===== config.mk =====
export PLATFORM = sky130hd
export DESIGN_NAME = alu_key_sequencer_flat
export DESIGN_NICKNAME = d
export VERILOG_FILES = /design/src/rtl/alu_key_sequencer_pkg.sv /design/src/rtl/alu_key_sequencer_if.sv /design/src/rtl/alu_key_sequencer_key_debounce.sv /design/src/rtl/alu_key_sequencer.sv /design/src/flat_wrapper.sv
export SDC_FILE = /design/constraint.sdc
export NUM_CORES = 1
export LEC_CHECK = 0
export BUFFER_PORTS_ARGS = -buffer_cell sky130_fd_sc_hd__buf_2
export CAP_MARGIN = 20
export CORE_MARGIN = 2
export CORE_UTILIZATION = 35
export DETAILED_ROUTE_END_ITERATION = 6
export HOLD_SLACK_MARGIN = 0.06
export PLACE_DENSITY = 0.58
export SLEW_MARGIN = 20
export SYNTH_ARGS = -nofsm -noshare
export SYNTH_HDL_FRONTEND = slang
export SYNTH_SLANG_ARGS = --single-unit

===== constraint.sdc =====
create_clock -name CLK -period 2.1 [get_ports CLK]
set_clock_uncertainty 0.15 [all_clocks]
set_input_delay 0.105 -clock CLK [delete_from_list [all_inputs] [get_ports CLK]]
set_output_delay 0.105 -clock CLK [all_outputs]
set_load 0.01 [all_outputs]

===== src/rtl/alu_key_sequencer_pkg.sv =====
// Shared types for the ALU front panel: operand words, ALU opcodes and entry states.
// No logic; only types, constants and the switch-to-operand sign extension.
package alu_key_sequencer_pkg;

  typedef logic [31:0] word_t;
  typedef logic [3:0]  aluop_t;

  localparam aluop_t ALU_SLL = 4'd0;

  typedef enum logic [1:0] {LOAD_A, LOAD_B, LOAD_OP, SHOW} entry_state_t;

  localparam int WORD_SIGN_EXT = 15;
  localparam int SW_OPERAND_W  = 17;

  function automatic word_t sign_ext_operand(input logic [SW_OPERAND_W-1:0] v);
    return {{WORD_SIGN_EXT{v[SW_OPERAND_W-1]}}, v};
  endfunction

endpackage


===== src/rtl/alu_key_sequencer_if.sv =====
// Operand/opcode bus from the key sequencer into the ALU wrapper.
// Registered source, no backpressure: the ALU consumes whatever is presented.
interface alu_key_sequencer_if;
  import alu_key_sequencer_pkg::*;

  word_t      porta;
  word_t      portb;
  aluop_t     aluop;
  logic [1:0] state;
  logic       valid;

  modport master (output porta, output portb, output aluop, output state, output valid);
  modport slave  (input  porta, input  portb, input  aluop, input  state, input  valid);

endinterface


===== src/rtl/alu_key_sequencer_key_debounce.sv =====
// Synchronizes and debounces one active-low key; press pulses on accepted 1->0 of the level.
// Latency SYNC_STAGES+DEBOUNCE_CYCLES cycles from raw edge to press; no backpressure.
module key_debounce #(
  parameter int DEBOUNCE_CYCLES = 500000,
  parameter int SYNC_STAGES     = 2
) (
  input  logic CLK,
  input  logic nRST,
  input  logic raw_n,
  output logic level,
  output logic press
);

  localparam int CNT_W = (DEBOUNCE_CYCLES > 1) ? $clog2(DEBOUNCE_CYCLES) : 1;

  logic [SYNC_STAGES-1:0] sync_q, sync_d;
  logic [SYNC_STAGES-1:0] fill_q, fill_d;
  logic [CNT_W-1:0]       cnt_q, cnt_d;
  logic                   level_q, level_d;
  logic                   armed_q, armed_d;
  logic                   press_q, press_d;
  logic                   sync_lvl;

  assign sync_lvl = sync_q[SYNC_STAGES-1];

  always_comb begin
    sync_d  = {sync_q[SYNC_STAGES-2:0], raw_n};
    fill_d  = {fill_q[SYNC_STAGES-2:0], 1'b1};
    cnt_d   = cnt_q;
    level_d = level_q;
    if (sync_lvl == level_q) begin
      cnt_d = '0;
    end else if (cnt_q == CNT_W'(DEBOUNCE_CYCLES - 1)) begin
      level_d = sync_lvl;
      cnt_d   = '0;
    end else begin
      cnt_d = cnt_q + CNT_W'(1);
    end
    // A key already held through reset must be seen released before it may fire.
    armed_d = armed_q | (fill_q[SYNC_STAGES-1] & sync_lvl);
    press_d = armed_q & level_q & ~level_d;
  end

  always_ff @(posedge CLK or negedge nRST) begin
    if (!nRST) begin
      sync_q  <= '1;
      fill_q  <= '0;
      cnt_q   <= '0;
      level_q <= 1'b1;
      armed_q <= 1'b0;
      press_q <= 1'b0;
    end else begin
      sync_q  <= sync_d;
      fill_q  <= fill_d;
      cnt_q   <= cnt_d;
      level_q <= level_d;
      armed_q <= armed_d;
      press_q <= press_d;
    end
  end

  assign level = level_q;
  assign press = press_q;

endmodule


===== src/rtl/alu_key_sequencer.sv =====
// Front-panel entry of A, B and opcode from switches, stepped by debounced enter/clear keys.
// Outputs update one cycle after a key event; valid pulses once per committed set; no backpressure.
module alu_key_sequencer
  import alu_key_sequencer_pkg::*;
#(
  parameter int DEBOUNCE_CYCLES = 500000,
  parameter int SYNC_STAGES     = 2
) (
  input  logic                  CLK,
  input  logic                  nRST,
  input  logic [3:0]            KEY,
  input  logic [17:0]           SW,
  alu_key_sequencer_if.master   alu
);

  localparam logic [1:0] ST_LOAD_A  = LOAD_A;
  localparam logic [1:0] ST_LOAD_B  = LOAD_B;
  localparam logic [1:0] ST_LOAD_OP = LOAD_OP;
  localparam logic [1:0] ST_SHOW    = SHOW;

  logic unused_inputs;
  assign unused_inputs = ^{KEY[3:2], SW[17]};

  logic enter_evt, clear_evt;
  logic enter_level_unused, clear_level_unused;

  key_debounce #(.DEBOUNCE_CYCLES(DEBOUNCE_CYCLES), .SYNC_STAGES(SYNC_STAGES)) u_enter (
    .CLK   (CLK),
    .nRST  (nRST),
    .raw_n (KEY[0]),
    .level (enter_level_unused),
    .press (enter_evt)
  );

  key_debounce #(.DEBOUNCE_CYCLES(DEBOUNCE_CYCLES), .SYNC_STAGES(SYNC_STAGES)) u_clear (
    .CLK   (CLK),
    .nRST  (nRST),
    .raw_n (KEY[1]),
    .level (clear_level_unused),
    .press (clear_evt)
  );

  logic [SW_OPERAND_W-1:0] sw_sync_q [SYNC_STAGES];
  logic [SW_OPERAND_W-1:0] sw_sync_d [SYNC_STAGES];
  logic [SW_OPERAND_W-1:0] sw_sync;

  always_comb begin
    sw_sync_d[0] = SW[SW_OPERAND_W-1:0];
    for (int i = 1; i < SYNC_STAGES; i++) begin
      sw_sync_d[i] = sw_sync_q[i-1];
    end
  end

  assign sw_sync = sw_sync_q[SYNC_STAGES-1];

  logic [1:0] state_q, state_d;
  word_t      porta_q, porta_d;
  word_t      portb_q, portb_d;
  aluop_t     aluop_q, aluop_d;
  logic       valid_q, valid_d;

  always_comb begin
    state_d = state_q;
    porta_d = porta_q;
    portb_d = portb_q;
    aluop_d = aluop_q;
    valid_d = 1'b0;
    // Clear outranks enter when both land in the same cycle.
    if (clear_evt) begin
      state_d = ST_LOAD_A;
      porta_d = '0;
      portb_d = '0;
      aluop_d = ALU_SLL;
    end else if (enter_evt) begin
      case (state_q)
        ST_LOAD_A: begin
          porta_d = sign_ext_operand(sw_sync);
          state_d = ST_LOAD_B;
        end
        ST_LOAD_B: begin
          portb_d = sign_ext_operand(sw_sync);
          state_d = ST_LOAD_OP;
        end
        ST_LOAD_OP: begin
          aluop_d = aluop_t'(sw_sync[3:0]);
          valid_d = 1'b1;
          state_d = ST_SHOW;
        end
        default: state_d = ST_LOAD_A;
      endcase
    end
  end

  always_ff @(posedge CLK or negedge nRST) begin
    if (!nRST) begin
      for (int i = 0; i < SYNC_STAGES; i++) begin
        sw_sync_q[i] <= '1;
      end
      state_q <= ST_LOAD_A;
      porta_q <= '0;
      portb_q <= '0;
      aluop_q <= ALU_SLL;
      valid_q <= 1'b0;
    end else begin
      for (int i = 0; i < SYNC_STAGES; i++) begin
        sw_sync_q[i] <= sw_sync_d[i];
      end
      state_q <= state_d;
      porta_q <= porta_d;
      portb_q <= portb_d;
      aluop_q <= aluop_d;
      valid_q <= valid_d;
    end
  end

  assign alu.porta = porta_q;
  assign alu.portb = portb_q;
  assign alu.aluop = aluop_q;
  assign alu.state = state_q;
  assign alu.valid = valid_q;

endmodule


===== src/flat_wrapper.sv =====
// flat-port wrapper written by rule: the top's interface ports become plain ports
module alu_key_sequencer_flat import alu_key_sequencer_pkg::*;
#(
  parameter int DEBOUNCE_CYCLES = 500000,
  parameter int SYNC_STAGES     = 2
)
  (CLK, nRST, KEY, SW, alu_porta, alu_portb, alu_aluop, alu_state, alu_valid);
  alu_key_sequencer_if alu_i ();
  input  logic CLK;
  input  logic nRST;
  input  logic [3:0] KEY;
  input  logic [17:0] SW;
  output wire logic [$bits(alu_i.porta)-1:0] alu_porta;
  output wire logic [$bits(alu_i.portb)-1:0] alu_portb;
  output wire logic [$bits(alu_i.aluop)-1:0] alu_aluop;
  output wire logic [$bits(alu_i.state)-1:0] alu_state;
  output wire logic [$bits(alu_i.valid)-1:0] alu_valid;
  assign alu_porta = alu_i.porta;
  assign alu_portb = alu_i.portb;
  assign alu_aluop = alu_i.aluop;
  assign alu_state = alu_i.state;
  assign alu_valid = alu_i.valid;
  alu_key_sequencer #(.DEBOUNCE_CYCLES(DEBOUNCE_CYCLES), .SYNC_STAGES(SYNC_STAGES)) u_core (.CLK(CLK), .nRST(nRST), .KEY(KEY), .SW(SW), .alu(alu_i));
endmodule

==> impl_metrics.csv <==
group,metric,value,unit
status,status,"completed",
clock_tree,cts_buffer_depth,2,
routing,drtIter0Drc,208,
routing,postRouteAntennaNets,0,
global_routing,antenna_found_initial,0,
clock_tree,cts_setup_buffers,0,
floorplanning,pin_count,95,
floorplanning,die_area,0.01549,mm²
sta,rsz0062_at_grt,"false",
worst_setup_path,cp.required,2280,ps
power,combPwrFrac,2.7,%
sta,drv_slew,0,
worst_setup_path,startpoint,"u_core.u_enter.cnt_q[7]$_DFF_PN0_",
clock_tree,clock_tree.root_cell,"clkbuf_16",
worst_setup_path,crit_type,"flop to flop",
routing,wire_per_inst,13.04,µm
yosys,netlist_top_cells_area,"dfrtp_1 42%, dfstp_2 21%, nand2_1 6.7%, a21oi_1 4.8%, buf_4 4.4%",
yosys,syn-num-nets,497,
global_routing,grt_max_degree,45,
yosys,ys_seq_area_share,62.58,%
floorplanning,die_x,124.5,µm
global_routing,grtUsageTotal,13.82,%
worst_setup_path,path_max_fanout,6,
placed_design,place_congestion,0.8188,
floorplanning,num_rows,44,
routing,drc,0,
power,p_per_area,863.0,mW/mm²
power,power_switching,1.167,mW
yosys,synthCells,468,
yosys,ys_ff_latch,125,
clock_tree,clkLatencyLatePin,410,ps
routing,dr.pass1.iters,4,
sta,max_freq,506.4,MHz
yosys,synth-main-ff-cell,"dfrtp_1",
routing,viasPerCell,4.713,
power,p_seq_share,44.7,%
global_routing,grt_overflow_total,0,
power,internal-power,4.457,mW
final_layout,fill_cells,1333,
placed_design,place.detailed.hpwl,6.790,mm
placed_design,portBuffers,91,
sta,hold_violations,0,
sta,worst_pin_slew,696.9,ps
worst_setup_path,cp.arrival,2150,ps
clock_tree,cts_sinks,125,
final_layout,postLayoutCellArea,0.006518,mm²
yosys,ys_types,36,
routing,via_count,3643,
final_layout,diodes,0,
clock_tree,cts_tree,"yes",
worst_setup_path,rr_startpoint,"u_core.u_enter.cnt_q[7]$_DFF_PN0_",
sta,fin_crit_sh,94.04,%
final_layout,area.growth.synth_to_final,28.33,%
yosys,synth-async-reset-ratio,100.0,%
hold_path,worstHoldPathType,"input port to asynchronous set/reset pin",
yosys,synth_edf_count,0,
worst_setup_path,startpoint_type,"flop",
sta,setup_violations,0,
sta,relSlewSlack,53.54,%
sta,holdWs,173.3,ps
global_routing,grt_pass1_vias,3616,
power,p_sw_share,20.75,%
power,p_clk_share,52.6,%
floorplanning,coreArea,0.01437,mm²
yosys,synth_area,0.005079,mm²
floorplanning,die_h,124.5,µm
yosys,yosysMostFrequentCell,"nand2_1",
clock_tree,cts.htree.levels,4,
final_layout,nNetsFinal,605,
sta,setup_tns,0,ps
yosys,postSynthAreaPerCell,10.85,µm²
clock_tree,clk_pin_slew,60,ps
routing,finalWirelength,10.08,mm
clock_tree,cts_made_buffers,17,
yosys,synth_top_area_cell,"dfrtp_1",
sta,finalCriticalPeriod,1975,ps
placed_design,post_dp_cell_area,0.005665,mm²
global_routing,grt_pass1_wl,17.28,mm
worst_setup_path,cp-end-kind,"flop",
power,p_leak,2.983,nW
run,maxCapViolCount,0,
power,vdd_drop_max,619.7,µV
yosys,synth_common_cells,"90 x nand2_1, 85 x dfrtp_1, 49 x a21oi_1",
yosys,ys_warn_count,0,
floorplanning,start_util,35.34,%
final_layout,drive_gt1_share,33.96,%
yosys,synth_top_area_share,41.88,%
==> sequential cells by signal, summed over array words and instances (netlist names) <==
register	count
u_core.u_clear.sync_q	2
u_core.u_clear.cnt_q	19
u_core.alu.valid	1
u_core.alu.portb	17
u_core.u_clear.press	1
u_core.alu.porta	17
u_core.sw_sync_d	17
u_core.alu.state	2
u_core.sw_sync	17
u_core.u_enter.cnt_q	19
u_core.u_clear.level	1
u_core.u_clear.fill_q	1
u_core.u_enter.sync_q	2
u_core.u_clear.armed_q	1
u_core.u_enter.press	1
u_core.alu.aluop	4
u_core.u_enter.level	1
u_core.u_enter.fill_q	1
u_core.u_enter.armed_q	1
==> layer usage <==
| metal | vias to the layer above | GRT usage, % | wire length [µm] |
|---|---|---|---|
| met5 | - | 0 | 0 |
| met4 | 0 | 5.618 | 157 |
| met3 | 15 | 4.467 | 490 |
| met2 | 99 | 22.69 | 4963 |
| met1 | 1763 | 16.87 | 4470 |
| li1 | 1766 | - | - |
==> final cells by class <==
cell class	count	area [µm²]	area share, %
clock buffers	19	442.9	6.796
clock inverters	13	162.7	2.496
inverters	9	33.78	0.5183
multi-input cells	288	1607	24.65
flip-flops and latches	125	3178	48.76
well taps	184	230.2	3.532
repair buffers	135	863.3	13.25
==> power groups by stage <==
stage | combinational [mW] | sequential (mW) | clock (mW)
after CTS | 0.156 | 2.52 | 3.03
after detailed placement | 0.120 | 2.56 | 0
final | 0.150 | 2.52 | 2.96
after global routing | 0.172 | 2.52 | 3.14
after floorplan | 0.0270 | 2.55 | 0
after global placement | 0.118 | 2.55 | 0
==> path summary, 6_finish.rpt <==
kind	to	slack [ps]	cells past startpoint
worst max register to register	u_core.u_enter.cnt_q[17]$_DFF_PN0_	130	4
worst min register to register	u_core.u_clear.fill_q[1]$_DFF_PN0_	200	0
worst min-delay path	u_core.sw_sync_d[14]$_DFF_PN1_	170	2
max in group asynchronous	u_core.sw_sync_d[3]$_DFF_PN1_	1220	3
min in group CLK	u_core.sw_sync_d[2]$_DFF_PN1_	190	2
worst max-delay path	u_core.u_enter.cnt_q[17]$_DFF_PN0_	130	4
==> cell families (layout without fill, tap and decap cells) <==
| kind of cell | Yosys count | count (layout) | synth area share [%] |
|---|---|---|---|
| adders and majority gates | 5 | 5 | 1.232 |
| buffers and inverters | 55 | 176 | 6.307 |
| AOI/OAI and AO/OA | 64 | 64 | 7.120 |
| DFF | 125 | 125 | 62.58 |
| xor gates and xnor gates | 26 | 26 | 4.484 |
| and+or+nand+nor | 189 | 189 | 17.57 |
| other | 1 | 1 | 0.07384 |
| muxes | 3 | 3 | 0.6405 |
==> cells in the final DEF, fill, tap and decap left out, types with 4 or more instances in the layout <==
| master | n |
|---|---|
| inv_1 | 9 |
| nor4_1 | 5 |
| nor3_1 | 6 |
| or4_1 | 6 |
| buf_2 | 90 |
| nor2_1 | 32 |
| o31ai_1 | 4 |
| dfstp_2 | 40 |
| nand2_1 | 90 |
| buf_4 | 23 |
| dfrtp_1 | 85 |
| and3_1 | 4 |
| dlygate4sd3_1 | 20 |
| a21oi_1 | 49 |
| nand4_1 | 7 |
| and4_1 | 4 |
| o21ai_0 | 4 |
| ha_1 | 5 |
| clkbuf_16 | 17 |
| xor2_1 | 12 |
| nand3_1 | 19 |
| xnor2_1 | 14 |
==> what timing repair did <==
action / in CTS / in global routing
hold buffers: 21 / 0
setup endpoints to repair: 0 / 7
gates resized for setup: 0 / 5
endpoints found under the hold margin: 114 / 0
==> per-stage QoR <==
stage	utilization (%)	power (mW)	instances	setup WS (ps)
floorplan	-	2.577	468	69.61
global placement	39.43	2.672	720	49.42
detailed placement	39.43	2.676	720	47.97
CTS	45.18	5.699	773	25.03
global route	45.36	5.836	773	28.36
finish	45.36	5.625	773	125.2
==> worst max-delay path: stages, from the launching register on <==
cell,delay (ps)
dfrtp_1,420
nand4_2,140
or4_4,540
or4_1,490
a21oi_1,160
No activity file was read; power rests on OpenSTA's default activity.
